File: config.mk
export PLATFORM = sky130hd
export DESIGN_NAME = mc_rr_read_scheduler
export DESIGN_NICKNAME = d
export VERILOG_FILES = /design/src/rtl/mc_rr_read_scheduler_pkg.sv /design/src/rtl/mc_rr_grant.sv /design/src/rtl/mc_rr_read_scheduler.sv
export SDC_FILE = /design/constraint.sdc
export NUM_CORES = 1
export LEC_CHECK = 0
export CAP_MARGIN = 20
export CORE_ASPECT_RATIO = 0.6
export CORE_MARGIN = 2
export CORE_UTILIZATION = 35
export CTS_BUF_LIST = sky130_fd_sc_hd__clkbuf_4 sky130_fd_sc_hd__clkbuf_8
export DETAILED_ROUTE_END_ITERATION = 8
export DONT_BUFFER_PORTS = 1
export SYNTH_ARGS = -nofsm -noshare
export SYNTH_HDL_FRONTEND = slang
export SYNTH_HIERARCHICAL = 1
export SYNTH_SLANG_ARGS = --single-unit
File: constraint.sdc
create_clock -name clk -period 2 [get_ports clk]
set_input_delay 0.2 -clock clk [delete_from_list [all_inputs] [get_ports clk]]
set_output_delay 0.2 -clock clk [all_outputs]
set_load 0.1 [all_outputs]
File: src/rtl/mc_rr_read_scheduler_pkg.sv
// Shared memory-controller types: requester index sizing and the return-pipe entry.
package mc_rr_read_scheduler_pkg;

    // Widest requester index a pipe entry can carry (up to 256 requesters).
    localparam int unsigned IDX_MAX_W = 8;

    function automatic int unsigned idx_width(input int unsigned n);
        return (n > 1) ? $clog2(n) : 1;
    endfunction

    typedef struct packed {
        logic                 v;
        logic [IDX_MAX_W-1:0] idx;
    } pipe_entry_t;

endpackage

File: src/rtl/mc_rr_grant.sv
// Rotating-priority picker: first requester after ptr_i (mod N) wins, one-hot grant.
module mc_rr_grant #(
    parameter int unsigned N     = 2,
    parameter int unsigned IDX_W = 1
) (
    input  logic [N-1:0]     req_i,
    input  logic [IDX_W-1:0] ptr_i,
    output logic [N-1:0]     grant_o,
    output logic [IDX_W-1:0] idx_o,
    output logic             any_o
);

    logic [IDX_W-1:0] cand;

    always_comb begin
        grant_o = '0;
        idx_o   = '0;
        any_o   = 1'b0;
        cand    = '0;
        for (int unsigned k = 1; k <= N; k++) begin
            cand = IDX_W'((32'(ptr_i) + k) % N);
            if (!any_o && req_i[cand]) begin
                grant_o[cand] = 1'b1;
                idx_o         = cand;
                any_o         = 1'b1;
            end
        end
    end

endmodule

File: src/rtl/mc_rr_read_scheduler.sv
// Round-robin read scheduler: shares one fixed-latency memory read port among
// ARBITER_SIZE load requesters and holds each returned word until it is accepted.
module mc_rr_read_scheduler
    import mc_rr_read_scheduler_pkg::*;
#(
    parameter int unsigned ARBITER_SIZE = 2,
    parameter int unsigned ADDR_TYPE    = 32,
    parameter int unsigned DATA_TYPE    = 32,
    parameter int unsigned MEM_LATENCY  = 1
) (
    input  logic                              clk,
    input  logic                              rst,
    input  logic [ARBITER_SIZE-1:0]           pValid,
    output logic [ARBITER_SIZE-1:0]           ready,
    input  logic [ARBITER_SIZE*ADDR_TYPE-1:0] address_in,
    output logic [ARBITER_SIZE-1:0]           valid,
    input  logic [ARBITER_SIZE-1:0]           nReady,
    output logic [ARBITER_SIZE*DATA_TYPE-1:0] data_out,
    output logic                              read_enable,
    output logic [ADDR_TYPE-1:0]              read_address,
    input  logic [DATA_TYPE-1:0]              data_from_memory,
    output logic                              allRequestsDone
);

    localparam int unsigned N     = ARBITER_SIZE;
    localparam int unsigned IDX_W = idx_width(ARBITER_SIZE);
    localparam int unsigned LAT   = MEM_LATENCY;

    logic [IDX_W-1:0]                rr_ptr_q, rr_ptr_d;
    logic [N-1:0]                    inflight_q, inflight_d;
    logic [N-1:0]                    valid_q, valid_d;
    logic [N-1:0][DATA_TYPE-1:0]     out_q, out_d;
    pipe_entry_t [LAT-1:0]           pipe_q, pipe_d;

    logic [N-1:0][ADDR_TYPE-1:0]     addr_c;
    logic [N-1:0]                    elig_c;
    logic [N-1:0]                    grant_c;
    logic [IDX_W-1:0]                grant_idx_c;
    logic                            grant_any_c;
    pipe_entry_t                     ret_c;

    assign addr_c = address_in;

    // A held result or outstanding read blocks a new grant; nothing is granted in reset.
    assign elig_c = pValid & ~inflight_q & ~valid_q & {N{rst}};

    mc_rr_grant #(
        .N     (N),
        .IDX_W (IDX_W)
    ) u_grant (
        .req_i   (elig_c),
        .ptr_i   (rr_ptr_q),
        .grant_o (grant_c),
        .idx_o   (grant_idx_c),
        .any_o   (grant_any_c)
    );

    assign ready       = grant_c;
    assign read_enable = grant_any_c;

    always_comb begin
        read_address = '0;
        for (int unsigned i = 0; i < N; i++) begin
            if (grant_c[i]) begin
                read_address = read_address | addr_c[i];
            end
        end
    end

    // Last pipe stage lines up with data_from_memory for its request.
    assign ret_c = pipe_q[LAT-1];

    always_comb begin
        rr_ptr_d   = rr_ptr_q;
        inflight_d = inflight_q;
        valid_d    = valid_q & ~nReady;
        out_d      = out_q;
        pipe_d     = pipe_q;

        pipe_d[0] = '{v: grant_any_c, idx: IDX_MAX_W'(grant_idx_c)};
        for (int unsigned i = 1; i < LAT; i++) begin
            pipe_d[i] = pipe_q[i-1];
        end

        if (grant_any_c) begin
            rr_ptr_d   = grant_idx_c;
            inflight_d = inflight_d | grant_c;
        end

        // Capture cannot collide with a drain: a requester with a read in flight holds no data.
        for (int unsigned i = 0; i < N; i++) begin
            if (ret_c.v && (ret_c.idx == IDX_MAX_W'(i))) begin
                out_d[i]      = data_from_memory;
                valid_d[i]    = 1'b1;
                inflight_d[i] = 1'b0;
            end
        end
    end

    always_ff @(posedge clk or negedge rst) begin
        if (!rst) begin
            rr_ptr_q   <= IDX_W'(N - 1);
            inflight_q <= '0;
            valid_q    <= '0;
            out_q      <= '0;
            pipe_q     <= '0;
        end else begin
            rr_ptr_q   <= rr_ptr_d;
            inflight_q <= inflight_d;
            valid_q    <= valid_d;
            out_q      <= out_d;
            pipe_q     <= pipe_d;
        end
    end

    assign valid           = valid_q;
    assign data_out        = out_q;
    assign allRequestsDone = ~|inflight_q & ~|valid_q;

endmodule

---- After elaboration in Yosys (flattened, before gate mapping) ----
Index checks and enable logic that the tools add are counted.
storage, ports and cells
  input port bits ......................... 102
  word-level logic and storage cells ...... 59
  bits in latches ......................... 0
  memories kept ........................... 0
  output and inout port bits .............. 102
  flip-flop bits (word level) ............. 71
  memory bits (read-only) ................. 0
  bits in writable memories ............... 0
operators by class
  bitwise gates (word level) .............. 11
  shift operators ......................... 0
  $add $sub $neg .......................... 2
  divide/modulo/power cells ............... 0
  reductions and logical operators ........ 13
  $lt $le $gt $ge ......................... 4
  $mul .................................... 0
  mux-type cells .......................... 21
  equal/unequal tests ..................... 0
operator list
  cell                 number
  $mux 32              2
  $or 32x32->32        1
  $mux 1               14
  $and 2x2->2          4
  $logic_not 8->1      1
  $mux 2               3
  $not 2->2            3
  $logic_and 1x1->1    5
  $lt 1x2->1 const B   2
  $or 2x2->2           2
  $reduce_bool 2->1    2
  $reduce_or 2->1      2
  $logic_not 1->1      3
  $add 1x1->1 const B  2
  $demux 1 s1          2
  $ge 1x1->1 const B   2
  $and 1x1->1          1

---- Longest topological paths before layout ----
  depth in word-level cells ............... 13
  depth in mapped cells ................... 7
  gate-level depth less buffers ........... 5

---- Hierarchy ----
The synthesis kept the hierarchy.
by module, submodules not included
  module                seq. area each (um2)  cells each  area an instance (um2)  instances
  mc_rr_read_scheduler  1778.0                199         3042.9                  1
  mc_rr_grant           0.0                   5           32.5                    1

---- Least setup slack after synthesis ----
No wires, ideal clock.
  path type ............................... reg2out
  start ................................... register valid_q[1], in the netlist valid[1]
  end ..................................... output port read_address[30]
  path buffers ............................ 2
  path slack .............................. -3.017 ns
  cell stages (with the launch flop) ...... 6
  required time ........................... 1.800 ns
  arrival ................................. 4.817 ns
  cells stage by stage .................... dfrtp_1 nor3_1 a21boi_0 clkbuf_1 clkbuf_1 a22o_1
on the way
  elaborated cells on any way between the ends .. 16
  classes of those cells .................. mux: 9; bitwise: 5; reduce/logical: 2
RTL lines
  item                                        RTL line                     source
  start: declaration                          mc_rr_read_scheduler.sv:31   logic [N-1:0] valid_q, valid_d;
  start signal: assignment                    mc_rr_read_scheduler.sv:110  valid_q <= valid_d;
  $not 2->2 (*)                               mc_rr_read_scheduler.sv:45   assign elig_c = pValid & ~inflight_q & ~valid_q & {N{rst}};
  $and 2x2->2 (*) (2 in series)               mc_rr_read_scheduler.sv:45
  via elig_c[1]                               mc_rr_read_scheduler.sv:36   logic [N-1:0] elig_c;
  $mux 1 (implied by the code) (2 in series)  mc_rr_grant.sv:22            if (!any_o && req_i[cand]) begin
  $mux 1                                      mc_rr_grant.sv:22
  $logic_not 1->1                             mc_rr_grant.sv:22
  $logic_and 1x1->1                           mc_rr_grant.sv:22
  $mux 2 (*)                                  mc_rr_grant.sv:22
  via ready[1]                                mc_rr_read_scheduler.sv:14   output logic [ARBITER_SIZE-1:0] ready,
  $mux 32 (*)                                 mc_rr_read_scheduler.sv:64   if (grant_c[i]) begin
  end: declaration                            mc_rr_read_scheduler.sv:20   output logic [ADDR_TYPE-1:0] read_address,
Mark *: on every way through the listed nets, which the timed path passes. The rest lies on a longest branch. The select of a mux whose other input is x is not followed.

---- Worst setup path after layout ----
  start ................................... register valid_q[1], in the netlist valid[1]
  end ..................................... output port read_address[30]
on the way
  cells in the longest elaborated chain, start to end .. 12
  elaborated cells on any way between the ends .. 16
  classes of those cells .................. mux: 9; bitwise: 5; reduce/logical: 2
ends and longest elaborated chain
  item                                        RTL line                    source
  $not 2->2 (*)                               mc_rr_read_scheduler.sv:45
  $and 2x2->2 (*) (2 in series)               mc_rr_read_scheduler.sv:45
  via elig_c[1]                               mc_rr_read_scheduler.sv:36
  $mux 1 (implied by the code) (2 in series)  mc_rr_grant.sv:22
  $mux 1                                      mc_rr_grant.sv:22
  $logic_not 1->1                             mc_rr_grant.sv:22
  $logic_and 1x1->1                           mc_rr_grant.sv:22
  $mux 2 (*)                                  mc_rr_grant.sv:22
  $mux 32                                     mc_rr_read_scheduler.sv:64
  $or 32x32->32                               mc_rr_read_scheduler.sv:65  read_address = read_address | addr_c[i];
  $mux 32 (*)                                 mc_rr_read_scheduler.sv:64
Marks and branches as above.

==> results.tsv <==
metric	value	unit
status	finished, violations left	
failing checks	negative setup slack	
Final nets	429	
Place WS	162	ps
RR Endpoint	rr_ptr_q$_DFFE_PN1P_	
fill count	704	
Avg WL per Cell	19.7	microns
post-route setup slack	-106	ps
Synth cell types	22	
Placed Cells	378	
ys flop type	dfrtp_1	
hold slack	410	ps
Clock Skew	9.46	ps
# DRC	0	
Fin. Hold Viols	0	
GP Congestion	0.781	
Worst-path clk slew	70	ps
max_slew headroom	76.9	%
clock latency on the worst-skew pair	340	ps
ant diodes	0	
fin cells	444	
area leader, netlist	dfrtp_1	
Min-Delay Path Class	input port to async pin	
number of placed I/O pins	204	
Port Buf Inserts	0	
H-Tree Depth	3	
total congestion overflow	0	
R2R Setup Slk	450	ps
Detailed Route Iter0 Violations	78	
largest net degree at the start of global routing	72	
Num CTS Buffers	9	
post-DP HPWL	5.58	mm
Initial Utilization	36.1	%
worst setup path end	read_address[30]	
Syn Nets	306	
Seq cells post-synth	71	
Max Cap Viol	0	
die area	0.00958	sq mm
GRT Overall Usage	17.9	%
Tcrit/Tclk final	105	%
CP Data Required Time	1800	ps
share of the synthesized area in the top cell type	57.0	%
CTS tree	done	
Final setup viols	32	
vias in the first global route	2349	
cell area after layout	0.00492	sq mm
Max Fclk	0.475	GHz
via count	2231	
top cells by count, synth	70 x dfrtp_1, 46 x mux2_2, 32 x a22o_1	
core area	0.00852	sq mm
synth top area cells	dfrtp_1 57%, mux2_2 17%, mux2_4 9.3%	
CTS max path bufs	2	
Critical Path End Type	output port	
antenna violations before repair	0	
ys async rst share	100	%
RSZ-0062 raised after global routing	true	
kind of critical path	flip-flop to output port	
Final Slew Violations	0	
reg2reg start	valid[1]$_DFF_PN0_	
most numerous cell in the Yosys netlist	dfrtp_1	
# clock sinks	71	
Tmin final	2110	ps
Placed Instance Area	0.00411	sq mm
R2R depth	5	
Die Width	125	microns
Crit. Startpoint	valid[1]$_DFF_PN0_	
final wirelength	8.77	mm
global-route wire length before repair	13.3	mm
Layout area overhead	60.1	%
post-route ant nets	0	
Post-synth EDFFs	0	
Core Rows	26	
Netlist Area Pre-Place	0.00308	sq mm
CP arrival	1910	ps
Detailed Routing Iterations Pass 1	4	
Critical Path Start Type	flip-flop	
via density per instance	5.02	
crit-path max FO	8	
mean post-synth cell area	15.1	sq um
Seq/Total Area, Yosys	57.8	%
Synth Instances	204	
yosys synthesis warning count	6	
layout cell share with drive strength beyond 1	65.1	%
Worst-Margin Slew	347	ps
Die Y	76.6	microns
root buf cell	clkbuf_8	
-- through the flow --
| stage | TNS, ps | utilization (%) |
|---|---|---|
| 2_1_floorplan | -17480 | - |
| 3_3_place_gp | 0 | 48.2 |
| 3_5_place_dp | 0 | 48.2 |
| 4_1_cts | -3600 | 56.6 |
| 5_1_grt | -6220 | 57.8 |
| 6_report | -2960 | 57.8 |
-- per-layer routing --
layer	up-vias	share of wire (%)	GRT usage [%]
met1	1130	45	24.6
met4	0	0.68	4.67
li1	999	-	-
met2	96	45	25.5
met5	-	0	0
met3	6	8.8	8.15
-- flip-flops by register name, summed over array words and instances (netlist names) --
signal      flops
inflight_q      2
valid           2
rr_ptr_q        1
data_out       64
pipe_q          2
-- worst min-delay path by stage --
stage / cells after the start / slack [ps] / endpoint
after floorplan: 0 / -100 / data_out[0]$_DFFE_PN0P_
final: 2 / 410 / data_out[62]$_DFFE_PN0P_
after detailed placement: 0 / -90 / data_out[15]$_DFFE_PN0P_
after global placement: 0 / -90 / data_out[15]$_DFFE_PN0P_
after CTS: 1 / 0.4 / data_out[9]$_DFFE_PN0P_
after global routing: 2 / 410 / data_out[18]$_DFFE_PN0P_
-- cell usage in the layout (no fill, tap or decap), types with 3 or more instances in the layout --
master,count
dlygate4sd3_1,36
a22o_4,32
buf_12,8
inv_1,3
buf_6,4
dfrtp_1,68
buf_4,73
mux2_4,19
mux2_2,46
clkbuf_8,11
buf_16,4
-- cell families after synthesis --
| kind of cell | share of synthesized area [%] |
|---|---|
| buffers and inverters | 3.70 |
| and+or+nand+nor | 1.71 |
| AOI/OAI and AO/OA | 10.7 |
| DFF | 57.8 |
| muxes | 26.1 |
-- timing repair --
item	4_1_cts	5_1_grt
setup buffers	7	1
hold buffers	36	1
pin swaps	20	19
hold endpoints to repair	136	1
setup endpoints to repair	34	35
cloned	3	2
resized for setup	9	6
-- worst max-delay path: stages, from the launching register on --
cell and delay, ps:
dfrtp_4 500, nor3_4 210, a21boi_4 230, buf_6 140
clkbuf_16 170, a22o_4 310
-- area by class of cell --
type	count	area (sq um)	area share [%]
sequential	71	1790	36.3
multi-input combinational	115	1530	31.1
timing repair buffer	127	1270	25.9
clock buffer	13	166	3.38
tap	112	140	2.85
clock inverter	3	17.5	0.356
inverter	3	11.3	0.229
Power is not shown: default switching activity piles up to over one toggle a cycle in this logic, so the estimate is an artifact.
